### config.mk
export PLATFORM = sky130hd
export DESIGN_NAME = logic_op_unit_flat
export DESIGN_NICKNAME = d
export VERILOG_FILES = /design/src/rtl/logic_op_pkg.sv /design/src/rtl/logic_op_if.sv /design/src/rtl/logic_op_buf.sv /design/src/rtl/logic_op_unit.sv /design/src/flat_wrapper.sv
export SDC_FILE = /design/constraint.sdc
export NUM_CORES = 1
export LEC_CHECK = 0
export CAP_MARGIN = 20
export CORE_MARGIN = 5
export CORE_UTILIZATION = 46
export DETAILED_ROUTE_END_ITERATION = 7
export GPL_TIMING_DRIVEN = 0
export PLACE_DENSITY = 0.73
export SLEW_MARGIN = 20
export SYNTH_ARGS = -nofsm -noshare
export SYNTH_HDL_FRONTEND = slang
export SYNTH_SLANG_ARGS = --single-unit
### constraint.sdc
create_clock -name clk -period 1.95 [get_ports clk]
set_input_delay 0.2925 -clock clk [delete_from_list [all_inputs] [get_ports clk]]
set_output_delay 0.2925 -clock clk [all_outputs]
set_load 0.1 [all_outputs]
### src/rtl/logic_op_pkg.sv
`default_nettype none
// +----------------------------------------------------------------------+
// | Module      : logic_op_pkg                                           |
// | Description : Shared types, constants and the per-bit reduction      |
// |               helper for the logic operation unit.                   |
// | Revision    : 1.0 - initial release                                  |
// +----------------------------------------------------------------------+
package logic_op_pkg;

    typedef enum logic [1:0] {
        OP_AND  = 2'd0,
        OP_OR   = 2'd1,
        OP_XOR  = 2'd2,
        OP_NAND = 2'd3
    } op_e;

    localparam int BUF_DEPTH  = 2;
    localparam int MAX_NUM_IN = 8;

    // Reduces one bit column (bit b of every operand) under the selected op.
    // Lanes at or above num_in are ignored. NAND inverts the full AND
    // reduction rather than chaining pairwise NANDs.
    function automatic logic reduce_op(
        input op_e                   op,
        input logic [MAX_NUM_IN-1:0] col,
        input int                    num_in
    );
        logic acc_and;
        logic acc_or;
        logic acc_xor;
        logic res;
        acc_and = 1'b1;
        acc_or  = 1'b0;
        acc_xor = 1'b0;
        for (int k = 0; k < MAX_NUM_IN; k++) begin
            if (k < num_in) begin
                acc_and = acc_and & col[k];
                acc_or  = acc_or  | col[k];
                acc_xor = acc_xor ^ col[k];
            end
        end
        case (op)
            OP_AND:  res = acc_and;
            OP_OR:   res = acc_or;
            OP_XOR:  res = acc_xor;
            default: res = ~acc_and;
        endcase
        return res;
    endfunction

endpackage
`default_nettype wire

### src/rtl/logic_op_if.sv
`default_nettype none
// +----------------------------------------------------------------------+
// | Module      : logic_op_if                                            |
// | Description : Input handshake, output handshake and status bundle    |
// |               of the logic operation unit.                           |
// | Revision    : 1.0 - initial release                                  |
// +----------------------------------------------------------------------+
interface logic_op_if #(
    parameter int WIDTH  = 8,
    parameter int NUM_IN = 2,
    parameter int CNT_W  = 16
);
    logic                    in_valid;
    logic                    in_ready;
    logic [NUM_IN*WIDTH-1:0] in_data;
    logic [1:0]              in_op;
    logic                    out_valid;
    logic                    out_ready;
    logic [WIDTH-1:0]        out_y;
    logic [1:0]              out_op;
    logic [CNT_W-1:0]        txn_count;

    // Producer/consumer side (driver and monitor).
    modport master (
        output in_valid, in_data, in_op, out_ready,
        input  in_ready, out_valid, out_y, out_op, txn_count
    );

    // Unit side.
    modport slave (
        input  in_valid, in_data, in_op, out_ready,
        output in_ready, out_valid, out_y, out_op, txn_count
    );
endinterface
`default_nettype wire

### src/rtl/logic_op_buf.sv
`default_nettype none
// +----------------------------------------------------------------------+
// | Module      : logic_op_buf                                           |
// | Description : Two-entry synchronous FIFO holding {opcode, result}.   |
// |               Entries are cleared on reset so the head reads zero.   |
// | Revision    : 1.0 - initial release                                  |
// +----------------------------------------------------------------------+
module logic_op_buf
    import logic_op_pkg::*;
#(
    parameter int DATA_W = 10
) (
    input  wire logic              clk,
    input  wire logic              rst,
    input  wire logic              push_i,
    input  wire logic              pop_i,
    input  wire logic [DATA_W-1:0] wdata_i,
    output logic      [DATA_W-1:0] rdata_o,
    output logic                   full_o,
    output logic                   empty_o,
    output logic      [1:0]        occ_o
);
    logic [DATA_W-1:0] mem_q [BUF_DEPTH];
    logic              head_q;
    logic              head_d;
    logic [1:0]        occ_q;
    logic [1:0]        occ_d;
    logic              tail;
    logic              push_ok;
    logic              pop_ok;

    assign full_o  = (occ_q == 2'(BUF_DEPTH));
    assign empty_o = (occ_q == 2'd0);
    assign occ_o   = occ_q;
    assign rdata_o = mem_q[head_q];

    // Tail sits occupancy slots past the head in the two-slot ring.
    assign tail    = head_q ^ occ_q[0];
    assign push_ok = push_i & ~full_o;
    assign pop_ok  = pop_i & ~empty_o;

    // Next head and occupancy; push and pop together leave occupancy unchanged.
    always_comb begin
        head_d = head_q ^ pop_ok;
        occ_d  = occ_q + {1'b0, push_ok} - {1'b0, pop_ok};
    end

    // Storage, head pointer and occupancy registers.
    always_ff @(posedge clk) begin
        if (rst) begin
            for (int i = 0; i < BUF_DEPTH; i++) begin
                mem_q[i] <= '0;
            end
            head_q <= 1'b0;
            occ_q  <= 2'd0;
        end else begin
            head_q <= head_d;
            occ_q  <= occ_d;
            if (push_ok) begin
                mem_q[tail] <= wdata_i;
            end
        end
    end
endmodule
`default_nettype wire

### src/rtl/logic_op_unit.sv
`default_nettype none
// +----------------------------------------------------------------------+
// | Module      : logic_op_unit                                          |
// | Description : Bitwise AND/OR/XOR/NAND across NUM_IN operands with a  |
// |               valid/ready input and a two-entry output buffer.       |
// | Revision    : 1.0 - initial release                                  |
// +----------------------------------------------------------------------+
module logic_op_unit
    import logic_op_pkg::*;
#(
    parameter int WIDTH  = 8,
    parameter int NUM_IN = 2,
    parameter int CNT_W  = 16
) (
    input  wire logic clk,
    input  wire logic rst,
    logic_op_if.slave bus
);
    localparam int ENTRY_W = WIDTH + 2;

    logic [WIDTH-1:0]   red_y;
    logic [ENTRY_W-1:0] buf_rdata;
    logic               buf_full;
    logic               buf_empty;
    logic [1:0]         buf_occ;
    logic               push;
    logic               pop;
    logic [CNT_W-1:0]   txn_cnt_q;
    logic [CNT_W-1:0]   txn_cnt_d;

    for (genvar b = 0; b < WIDTH; b++) begin : g_bit
        logic [MAX_NUM_IN-1:0] col;

        // Gather bit b of every operand into one column; unused lanes stay 0.
        always_comb begin
            col = '0;
            for (int k = 0; k < NUM_IN; k++) begin
                col[k] = bus.in_data[k*WIDTH + b];
            end
        end

        assign red_y[b] = reduce_op(op_e'(bus.in_op), col, NUM_IN);
    end

    // in_ready comes from registered occupancy only, so a pop while full
    // cannot open the input in the same cycle.
    assign bus.in_ready  = (buf_occ < 2'(BUF_DEPTH));
    assign push          = bus.in_valid & ~buf_full;
    assign bus.out_valid = ~buf_empty;
    assign pop           = ~buf_empty & bus.out_ready;
    assign bus.out_op    = buf_rdata[ENTRY_W-1 -: 2];
    assign bus.out_y     = buf_rdata[WIDTH-1:0];
    assign bus.txn_count = txn_cnt_q;

    logic_op_buf #(
        .DATA_W (ENTRY_W)
    ) u_buf (
        .clk     (clk),
        .rst     (rst),
        .push_i  (push),
        .pop_i   (pop),
        .wdata_i ({bus.in_op, red_y}),
        .rdata_o (buf_rdata),
        .full_o  (buf_full),
        .empty_o (buf_empty),
        .occ_o   (buf_occ)
    );

    // Accepted-transaction count; wraps silently.
    always_comb begin
        txn_cnt_d = txn_cnt_q;
        if (push) begin
            txn_cnt_d = txn_cnt_q + CNT_W'(1);
        end
    end

    // Counter register; an accept during reset is discarded.
    always_ff @(posedge clk) begin
        if (rst) begin
            txn_cnt_q <= '0;
        end else begin
            txn_cnt_q <= txn_cnt_d;
        end
    end
endmodule
`default_nettype wire
### src/flat_wrapper.sv
// flat-port wrapper written by rule: the top's interface ports become plain ports
module logic_op_unit_flat import logic_op_pkg::*;
#(
    parameter int WIDTH  = 8,
    parameter int NUM_IN = 2,
    parameter int CNT_W  = 16
)
  (clk, rst, bus_in_valid, bus_in_data, bus_in_op, bus_out_ready, bus_in_ready, bus_out_valid, bus_out_y, bus_out_op, bus_txn_count);
  logic_op_if #(.WIDTH(WIDTH), .NUM_IN(NUM_IN), .CNT_W(CNT_W)) bus_i ();
  input  wire logic clk;
  input  wire logic rst;
  input wire logic [$bits(bus_i.in_valid)-1:0] bus_in_valid;
  input wire logic [$bits(bus_i.in_data)-1:0] bus_in_data;
  input wire logic [$bits(bus_i.in_op)-1:0] bus_in_op;
  input wire logic [$bits(bus_i.out_ready)-1:0] bus_out_ready;
  output wire logic [$bits(bus_i.in_ready)-1:0] bus_in_ready;
  output wire logic [$bits(bus_i.out_valid)-1:0] bus_out_valid;
  output wire logic [$bits(bus_i.out_y)-1:0] bus_out_y;
  output wire logic [$bits(bus_i.out_op)-1:0] bus_out_op;
  output wire logic [$bits(bus_i.txn_count)-1:0] bus_txn_count;
  assign bus_i.in_valid = bus_in_valid;
  assign bus_i.in_data = bus_in_data;
  assign bus_i.in_op = bus_in_op;
  assign bus_i.out_ready = bus_out_ready;
  assign bus_in_ready = bus_i.in_ready;
  assign bus_out_valid = bus_i.out_valid;
  assign bus_out_y = bus_i.out_y;
  assign bus_out_op = bus_i.out_op;
  assign bus_txn_count = bus_i.txn_count;
  logic_op_unit #(.WIDTH(WIDTH), .NUM_IN(NUM_IN), .CNT_W(CNT_W)) u_core (.clk(clk), .rst(rst), .bus(bus_i));
endmodule
==> results of run 1 <==
[timing repair]
| action | 4_1_cts | 5_1_grt |
|---|---|---|
| gates resized for setup | 72 | 4 |
| setup endpoints to repair | 48 | 30 |
| cloned | 0 | 1 |
| buffers inserted | 0 | 0 |
[metal layers]
layer	vias up	part of all wire [%]	GRT usage, %
li1	948	-	-
met1	827	44	14.94
met2	41	51	28.09
met3	2	4.6	2.083
met4	0	0.39	3.488
met5	-	0	0
[kinds of logic (layout without fill, tap and decap cells)]
logic type	count (synthesis)	count (layout)
compound gates	37	37
xor+xnor	11	11
fa+ha+maj	19	19
buf+inv	34	89
flops	39	39
mux	18	18
simple gates	85	86
[Yosys cell counts]
| cell | number |
|---|---|
| a21oi_1 | 13 |
| a221o_1 | 1 |
| and2_1 | 14 |
| and3_1 | 1 |
| and4_2 | 1 |
| and4_4 | 1 |
| buf_1 | 2 |
| buf_2 | 1 |
| buf_4 | 1 |
| clkbuf_1 | 7 |
| dfxtp_1 | 19 |
| edfxtp_1 | 20 |
| ha_1 | 19 |
| inv_1 | 23 |
| mux2_2 | 18 |
| nand2_1 | 12 |
| nand2_4 | 1 |
| nand2b_1 | 4 |
| nand3_1 | 4 |
| nand4_1 | 4 |
| nand4_4 | 3 |
| nor2_1 | 18 |
| nor2b_1 | 8 |
| nor3_1 | 2 |
| o211ai_1 | 3 |
| o21ai_0 | 18 |
| o221ai_1 | 1 |
| o31ai_1 | 1 |
| or2_2 | 1 |
| or3_1 | 9 |
| or3_2 | 1 |
| or4_1 | 1 |
| xnor2_1 | 5 |
| xor2_1 | 6 |
[worst max-delay path by stage]
stage               slack [ns]                                endpoint
floorplan                 0.09  u_core.u_buf.mem_q[0][0]$_SDFFCE_PN0P_
global placement         -0.64                            bus_out_y[7]
detailed placement       -0.65                           bus_out_op[0]
CTS                      -0.11                           bus_out_op[0]
global route             0.002                       bus_txn_count[12]
finish                    0.07                       bus_txn_count[12]
[flip-flops by register name (all words and copies together), names as in the netlist]
signal	cells
u_core.u_buf.mem_q	20
u_core.bus.txn_count	16
u_core.u_buf.occ_o	2
u_core.u_buf.head_q	1
[worst reg2reg max path, stage by stage, from the launching register on]
cell      delay, ns
dfxtp_2        0.38
nand2b_1       0.11
buf_4          0.18
nand2_4        0.09
or3_1          0.35
clkbuf_1       0.21
nand2b_4       0.21
[through the flow]
stage                     cell area (um^2)  instances  setup TNS [ns]
after floorplan                       2382        243               0
after global placement                2950        361          -12.18
after detailed placement              2950        361          -12.65
after CTS                             3003        369         -0.1103
after global routing                  3004        369               0
final                                 3004        369               0
[power by group]
part | switching, mW | leakage (nW) | internal, mW
combinational | 1.10 | 0.880 | 0.386
sequential | 0.0564 | 0.369 | 1.01
clock | 0.265 | 0.0482 | 0.285
[cell type report]
cell class              instances  share of cell area, %
well taps                      70                  2.915
clock buffers                   7                  2.874
flip-flops and latches         39                  33.19
plain buffers                  10                  1.583
inverters                      23                  2.874
multi-input cells             171                  42.52
clock inverters                 1                 0.1666
repair buffers                 48                  13.87
==> metrics.md, run 1 <==
| Metric | Value |
|---|---|
| Clock transition at the register clock pins on the worst setup and hold paths after CTS | `0.07 ns` |
| Simple-gate area share of the yosys netlist | `21.59%` |
| Fraction of layout instances using a drive strength above 1 | `21.40%` |
| Critical path required time | `1.66 ns` |
| Post-cts hold buffer count | `0` |
| Kind of end point of the critical path | `primary output` |
| Outcome | `finished, final reports clean` |
| Commonest non-fill, non-tap cell in the layout | `inv_1` |
| PD cells | `1033 nW/um^2` |
| Vias per Instance | `4.927` |
| R2r setup slk | `0.12 ns` |
| Routed via count | `1,818` |
| Maximum cell stage delay along the critical path | `0.88 ns` |
| Count of warnings emitted by yosys | `0` |
| Portion of the clock cycle consumed by the worst path in the final layout | `96.62%` |
| Avg WL per Cell | `11.95 um` |
| Buffer and inverter count on the worst path | `1` |
| First-pass GRT wire length | `7417 um` |
| Buffers added on ports | `48` |
| GR Util All Layers | `13.96%` |
| Remaining DRCs | `0` |
| Crit path max-delay family | `buffers and inverters` |
| Num CTS Buffers | `5` |
| Post-synth net total | `284` |
| Post-Synth Adder-Cell Area | `10.05%` |
| Floorplan row count | `26` |
| Number of antenna violations at the first check in global routing | `0` |
| Mux cell area share after synthesis | `8.571%` |
| Filler cells | `457` |
| Cell type with the highest aggregate area in the netlist | `edfxtp_1` |
| Gate Count Post-Synth | `243` |
| Storage cell area | `997.2 um^2` |
| Core area | `5042 um^2` |
| Transition time at the pin with the least slew margin | `0.9662 ns` |
| Critical-path cell with the highest stage delay | `dlygate4sd2_1` |
| Final estimated routing congestion in global placement | `0.7432` |
| Post-route minimum period | `1.884 ns` |
| Origin of the worst setup path | `u_core.bus.txn_count[12]$_SDFFE_PP0P_` |
| Critical setup path kind | `register to primary output` |
| Die width | `81.70 um` |
| TritonCTS clock tree | `yes` |
| Diodes inserted | `0` |
| End of the worst hold path | `u_core.bus.txn_count[1]$_SDFFE_PP0P_` |
| Final layout net count | `339` |
| Detailed-placement wirelength estimate | `3442 um` |
| Worst-case setup slack after placement | `-0.6527 ns` |
| Share of the synthesized netlist area taken by xor and xnor gates | `4.074%` |
| Deepest level of the CTS H-tree | `2` |
| Cell types with the largest area share after synthesis | `edfxtp_1 (25%), dfxtp_1 (16%), ha_1 (10%)` |
| Chip Height | `81.70 um` |
| Commonest cells after routing, fill and taps aside | `inv_1 (23), clkdlybuf4s50_1 (20), edfxtp_1 (20)` |
| Normalized max-slew margin | `35.84%` |
| Hold slack | `0.3867 ns` |
| Die outline area | `6675 um^2` |
| RR Endpoint | `u_core.u_buf.mem_q[1][0]$_SDFFCE_PN0P_` |
| Cell area after synthesis | `2365 um^2` |
| Type of the worst min-delay path | `primary input to register` |
| Master cell of the clock root buffer | `clkbuf_8` |
| Synthesized flop and latch total | `39` |
| Global route total overflow | `0` |
| Ports placed on the boundary | `50` |
| Worst vdd ir | `0.0005853 V` |
| Largest family of logic cells by synthesized area | `simple AND/OR/NAND/NOR gates` |
| Upper clock frequency limit | `0.5308 GHz` |
| Origin of the worst min-delay path | `bus_in_valid` |
| Number of global-route vias before repair | `1,755` |
| Cell depth of the worst flop-to-flop path | `6` |
| Final hold vios | `0` |
| Post-synth cell types | `34` |
| Count of endpoints failing setup in the final report | `0` |
| Buffer levels on the longest clock path | `2` |
| Total of max-cap violations | `0` |
| Area grow syn2layout | `27.04%` |
| Top cell type's share of synthesized area | `25.40%` |
| Synthesized-area fraction occupied by ao, oa, aoi and oai cells | `8.624%` |
| Worst path depth | `1` |
| Number of stages on the worst hold path | `3` |
| Maximum number of pins on one net before global-route repair | `13` |
| Worst path cell trace | `dlygate4sd2_1` |
| Source-to-sink clock delay at the later pin of the worst-skew pair | `0.28 ns` |
| Post-route ant nets | `0` |
| Iteration-0 DRC Markers | `29` |
| Kind of start point of the critical path | `register` |
| Overall power | `3.103 mW` |
| Sequential cell area fraction in the yosys report | `41.48%` |
| Area taken by multi-input logic gates | `1277 um^2` |
| Count of pins over their slew limit | `0` |
| Signal arrival time at the worst endpoint | `1.59 ns` |
| Setup repair after global routing missed its margin | `false` |
| Synthesized area divided by synthesized cell count | `9.732 um^2` |
| Final Worst Setup Slack | `0.06599 ns` |
| Leakage power | `1.298 nW` |
| First-pass DRT Iterations | `4` |
| Critical R2R Launch | `u_core.u_buf.occ_o[0]$_SDFF_PP0_` |
| Highest net fanout along the worst path | `5` |
| Number of clock sinks | `39` |
| Clk_skew | `0.003580 ns` |
| Final wirelength | `4409 um` |
| Final core area utilization | `59.58%` |
| Initial Util | `46.90%` |
No activity file was read; power rests on OpenSTA's default activity.
==> run 2: changes to the inputs <==
==> constraint.sdc (replaced) <==
create_clock -name clk -period 1.95 [get_ports clk]
set_input_delay 0.2925 -clock clk [delete_from_list [all_inputs] [get_ports clk]]
set_output_delay 0.2925 -clock clk [all_outputs]
set_load 0.005 [all_outputs]
==> run 2 against run 1 <==
Net effect: die area is the same; critical path type unchanged; maximum frequency about the same; worst setup slack improved by 0.0016 ns; via count did not move; first-iteration DRC count grew 93%; cell count did not move; highest routed layer unchanged; global-route usage about the same; largest cell class unchanged; sequential cell count did not move; clock skew grew 0.0029 ns; hold slack improved by 0.011 ns; register-to-register slack hardly changed.
==> metrics.md, run 2 (synthesis results as in run 1) <==
| Metric | Value |
|---|---|
| Total of max-cap violations | `0` |
| Remaining DRCs | `0` |
| Num CTS Buffers | `5` |
| Final hold vios | `0` |
| PD cells | `817.9 nW/um^2` |
| Capturing instance or port of the critical path | `bus_out_y[7]` |
| Buffer levels on the longest clock path | `2` |
| Highest net fanout along the worst path | `10` |
| Final standard cell area without fillers | `3100 um^2` |
| Final estimated routing congestion in global placement | `0.7034` |
| Post-cts hold buffer count | `0` |
| Global route total overflow | `0` |
| Largest Register | `u_core.u_buf.mem_q` |
| Outcome | `finished, final reports clean` |
| Buffers added on ports | `48` |
| Die outline area | `6675 um^2` |
| Critical setup path kind | `register to primary output` |
| Final core area utilization | `61.49%` |
| Maximum number of pins on one net before global-route repair | `13` |
| Signal arrival time at the worst endpoint | `1.59 ns` |
| Non-filler instance count after layout | `369` |
| Die width | `81.70 um` |
| Iteration-0 DRC Markers | `56` |
| Overall power | `2.536 mW` |
| Count of pins over their slew limit | `0` |
| TritonCTS clock tree | `yes` |
| Commonest cells after routing, fill and taps aside | `clkdlybuf4s50_1 (45), inv_1 (23), edfxtp_1 (20)` |
| Clk_skew | `0.006468 ns` |
| RR Endpoint | `u_core.u_buf.mem_q[1][3]$_SDFFCE_PN0P_` |
| Setup Total Neg Slack | `0 ns` |
| Hold slack | `0.3977 ns` |
| Clock transition at the register clock pins on the worst setup and hold paths after CTS | `0.06 ns` |
| Count of endpoints failing setup in the final report | `0` |
| Largest register FFs | `20` |
| GR Util All Layers | `13.93%` |
| Worst-case setup slack after placement | `-0.2927 ns` |
| Origin of the worst setup path | `u_core.u_buf.head_q$_SDFF_PP0_` |
| Kind of start point of the critical path | `register` |
| First-pass GRT wire length | `7238 um` |
| Normalized max-slew margin | `63.70%` |
| Final Worst Setup Slack | `0.06759 ns` |
| Chip Height | `81.70 um` |
| R2r setup slk | `0.11 ns` |
| Final layout net count | `339` |
| Critical path required time | `1.66 ns` |
| Type of the worst min-delay path | `primary input to register` |
| Upper clock frequency limit | `0.5312 GHz` |
| Deepest level of the CTS H-tree | `2` |
| Number of antenna violations at the first check in global routing | `0` |
| Number of clock sinks | `39` |
| Portion of the clock cycle consumed by the worst path in the final layout | `96.53%` |
| Transition time at the pin with the least slew margin | `0.5445 ns` |
| Master cell of the clock root buffer | `clkbuf_8` |
| Avg WL per Cell | `11.96 um` |
| Kind of end point of the critical path | `primary output` |
| First-pass DRT Iterations | `4` |
| Core area | `5042 um^2` |
| Post-route ant nets | `0` |
| Leakage power | `1.259 nW` |
| Diodes inserted | `0` |
| Detailed-placement wirelength estimate | `3382 um` |
| Vias per Instance | `4.927` |
| Critical R2R Launch | `u_core.u_buf.occ_o[0]$_SDFF_PP0_` |
| Worst vdd ir | `0.0003341 V` |
| Placed Area | `2933 um^2` |
| Final wirelength | `4414 um` |
| Cell depth of the worst flop-to-flop path | `5` |
| Number of stages on the worst hold path | `3` |
| Commonest non-fill, non-tap cell in the layout | `clkdlybuf4s50_1` |
| Routed via count | `1,818` |
| Initial Util | `46.90%` |
| Cell count after placement | `361` |
| Source-to-sink clock delay at the later pin of the worst-skew pair | `0.28 ns` |
| Number of global-route vias before repair | `1,704` |
| Ports placed on the boundary | `50` |
| Setup repair after global routing missed its margin | `false` |
| Area grow syn2layout | `31.11%` |
| Fraction of layout instances using a drive strength above 1 | `14.05%` |
| Post-route minimum period | `1.882 ns` |
| Floorplan row count | `26` |
## run 2: report_power, final
part | total [mW] | internal [mW] | leakage, nW | switching, mW
Sequential | 1.07 | 1.01 | 0.364 | 0.0609
Clock | 0.636 | 0.382 | 0.0524 | 0.254
Combinational | 0.832 | 0.483 | 0.843 | 0.349
## run 2: timing repair
action | CTS | global route
endpoints found under the setup margin | 29 | 34
pin swaps | 0 | 0
cloned | 0 | 2
setup buffers | 0 | 0
resized for setup | 8 | 8
## run 2: worst min-delay path by stage
stage	from	end	slack (ns)
after floorplan	rst	u_core.u_buf.occ_o[0]$_SDFF_PP0_	0.36
after global placement	u_core.bus.txn_count[15]$_SDFFE_PP0P_	u_core.bus.txn_count[15]$_SDFFE_PP0P_	0.46
after detailed placement	u_core.bus.txn_count[15]$_SDFFE_PP0P_	u_core.bus.txn_count[15]$_SDFFE_PP0P_	0.48
after CTS	bus_in_valid	u_core.bus.txn_count[1]$_SDFFE_PP0P_	0.39
after global routing	bus_in_valid	u_core.bus.txn_count[1]$_SDFFE_PP0P_	0.42
final	bus_in_valid	u_core.bus.txn_count[1]$_SDFFE_PP0P_	0.40
## run 2: metal layers
layer	wire, um	GRT usage (%)
met5	0	0
met4	21	4.153
met3	284	3.838
met2	2161	25.08
met1	1946	16.02
## run 2: area by class of cell
class                   count  area [um^2]
multi-input cells         172         1291
plain buffers               9        56.30
clock inverters             1        30.03
flip-flops and latches     39        984.7
inverters                  23        86.33
fillers                   450         1942
clock buffers               7        76.32
repair buffers             48        488.0
well taps                  70        87.58
## run 2: worst max-delay path, stage by stage (launching register included)
cell and delay (ns):
dfxtp_4 0.38, buf_12 0.14, mux2_2 0.34, clkdlybuf4s50_1 0.45
==> run 3: changes to the inputs <==
--- a/config.mk
+++ b/config.mk
@@ -15,3 +15,4 @@
 export SYNTH_ARGS = -nofsm -noshare
 export SYNTH_HDL_FRONTEND = slang
 export SYNTH_SLANG_ARGS = --single-unit
+export TNS_END_PERCENT = 1
==> run 3 against run 2 <==
Net effect: hold slack improved by 0.00095 ns; clock power about the same; sequential share of layout area increased by 0.18 points; die area unchanged; critical path type unchanged; largest cell class unchanged; largest power group unchanged.
==> metrics.md, run 3 (synthesis results as in run 1) <==
| Metric | Value |
|---|---|
| Die width | `81.70 um` |
| Final layout net count | `339` |
| Internal power | `1.870 mW` |
| Ports placed on the boundary | `50` |
| First-pass GRT wire length | `7238 um` |
| Buffer levels on the longest clock path | `2` |
| Switching fraction of total power | `26.06%` |
| Initial Util | `46.90%` |
| Highest net fanout along the worst path | `10` |
| Final hold vios | `0` |
| Largest register FFs | `20` |
| Post-route ant nets | `0` |
| RR Endpoint | `u_core.u_buf.occ_o[1]$_SDFF_PP0_` |
| Critical R2R Launch | `u_core.u_buf.occ_o[0]$_SDFF_PP0_` |
| Cell count after placement | `361` |
| Post-route minimum period | `1.883 ns` |
| Count of pins over their slew limit | `0` |
| Worst path cell trace | `buf_12, mux2_2, clkdlybuf4s50_1` |
| TritonCTS clock tree | `yes` |
| Power dissipated by switching net loads | `0.6592 mW` |
| Overall power | `2.529 mW` |
| Floorplan row count | `26` |
| Die outline area | `6675 um^2` |
| Diodes inserted | `0` |
| Critical setup path kind | `register to primary output` |
| Normalized max-slew margin | `65.84%` |
| Deepest level of the CTS H-tree | `2` |
| Signal arrival time at the worst endpoint | `1.59 ns` |
| Number of stages on the worst hold path | `3` |
| Area grow syn2layout | `30.53%` |
| R2r setup slk | `0.13 ns` |
| Upper clock frequency limit | `0.5310 GHz` |
| Commonest non-fill, non-tap cell in the layout | `clkdlybuf4s50_1` |
| Final Worst Setup Slack | `0.06662 ns` |
| Number of antenna violations at the first check in global routing | `0` |
| Kind of start point of the critical path | `register` |
| Origin of the worst min-delay path | `bus_in_valid` |
| Detailed-placement wirelength estimate | `3382 um` |
| Outcome | `finished, final reports clean` |
| Commonest cells after routing, fill and taps aside | `clkdlybuf4s50_1 (46), inv_1 (23), edfxtp_1 (20)` |
| Buffers added on ports | `48` |
| Final core area utilization | `61.22%` |
| GR Util All Layers | `13.93%` |
| Chip Height | `81.70 um` |
| Worst-case setup slack after placement | `-0.2927 ns` |
| Source-to-sink clock delay at the later pin of the worst-skew pair | `0.29 ns` |
| Kind of end point of the critical path | `primary output` |
| Setup repair after global routing missed its margin | `false` |
| First-pass DRT Iterations | `5` |
| Maximum cell stage delay along the critical path | `0.45 ns` |
| Num CTS Buffers | `5` |
| Total of max-cap violations | `0` |
| Avg WL per Cell | `11.91 um` |
| Combinational power share | `32.5%` |
| Iteration-0 DRC Markers | `58` |
| Worst vdd ir | `0.0003341 V` |
| Critical-path cell with the highest stage delay | `clkdlybuf4s50_1` |
| End of the worst hold path | `u_core.bus.txn_count[1]$_SDFFE_PP0P_` |
| Number of global-route vias before repair | `1,704` |
| Leakage power | `1.242 nW` |
| Non-filler instance count after layout | `369` |
| Share of power burned in the clock network | `25.2%` |
| Clock transition at the register clock pins on the worst setup and hold paths after CTS | `0.06 ns` |
| Final estimated routing congestion in global placement | `0.7034` |
| Remaining DRCs | `0` |
| Vias per Instance | `4.913` |
| Number of clock sinks | `39` |
| Fraction of layout instances using a drive strength above 1 | `13.71%` |
| Cell depth of the worst flop-to-flop path | `8` |
| Transition time at the pin with the least slew margin | `0.5124 ns` |
| Final wirelength | `4396 um` |
| Routed via count | `1,813` |
| Critical path required time | `1.66 ns` |
| Clk_skew | `0.007517 ns` |
| Global route total overflow | `0` |
| Master cell of the clock root buffer | `clkbuf_8` |
| Count of endpoints failing setup in the final report | `0` |
| Core area | `5042 um^2` |
| PD cells | `819.5 nW/um^2` |
| Maximum number of pins on one net before global-route repair | `13` |
| Hold slack | `0.3986 ns` |
| Largest Register | `u_core.u_buf.mem_q` |
| Type of the worst min-delay path | `primary input to register` |
| Portion of the clock cycle consumed by the worst path in the final layout | `96.58%` |
| Share of total power in sequential cells | `42.3%` |
-- run 3: worst max path at each step --
stage / startpoint / to / cells past startpoint
2_1_floorplan: u_core.u_buf.occ_o[0]$_SDFF_PP0_ / u_core.u_buf.mem_q[0][0]$_SDFFCE_PN0P_ / 6
3_3_place_gp: rst / u_core.u_buf.mem_q[1][4]$_SDFFCE_PN0P_ / 4
3_5_place_dp: bus_in_op[1] / u_core.u_buf.mem_q[1][1]$_SDFFCE_PN0P_ / 5
4_1_cts: u_core.u_buf.head_q$_SDFF_PP0_ / bus_out_op[0] / 3
5_1_grt: u_core.u_buf.head_q$_SDFF_PP0_ / bus_out_y[4] / 3
6_report: u_core.u_buf.head_q$_SDFF_PP0_ / bus_out_y[7] / 3
-- run 3: area by class of cell --
| cell class | instances | area, um^2 |
|---|---|---|
| sequential | 39 | 985.9 |
| clock inverter | 1 | 30.03 |
| tap | 70 | 87.58 |
| buffer | 10 | 60.06 |
| clock buffer | 7 | 76.32 |
| fill | 452 | 1956 |
| inverter | 23 | 86.33 |
| timing repair buffer | 48 | 485.5 |
| multi-input combinational | 171 | 1275 |
-- run 3: timing repair --
action                                  4_1_cts  5_1_grt
hold buffers                                  0        0
endpoints found under the setup margin       29       34
gates resized for setup                       8        7
setup buffers                                 0        0
cloned                                        0        1
-- run 3: critical path, delay by kind of cell (launching register included) --
family   cells  cell delay (ns)
buf+inv      2             0.59
mux          1             0.34
flops        1             0.38
-- run 3: per-layer routing --
layer | GRT usage (%) | part of all wire [%] | up-vias
met1 | 16.02 | 43 | 813
met2 | 25.08 | 49 | 45
met4 | 4.153 | 1.1 | 0
li1 | - | - | 950
met3 | 3.838 | 6.3 | 5
met5 | 0 | 0 | -
-- run 3: per-stage QoR --
stage / TNS [ns] / instance area, um^2
3_3_place_gp: -7.254 / 2933
2_1_floorplan: 0 / 2365
4_1_cts: 0 / 3063
3_5_place_dp: -8.087 / 2933
5_1_grt: 0 / 3087
6_report: 0 / 3087
-- run 3: power groups by stage --
stage                     Clock, mW  Sequential, mW  Combinational (mW)
after CTS                     0.654            1.06               0.829
after floorplan                   0            1.06               0.455
after detailed placement          0            1.08               0.801
final                         0.638            1.07               0.821
after global routing          0.687            1.08               0.914
after global placement            0            1.07               0.789
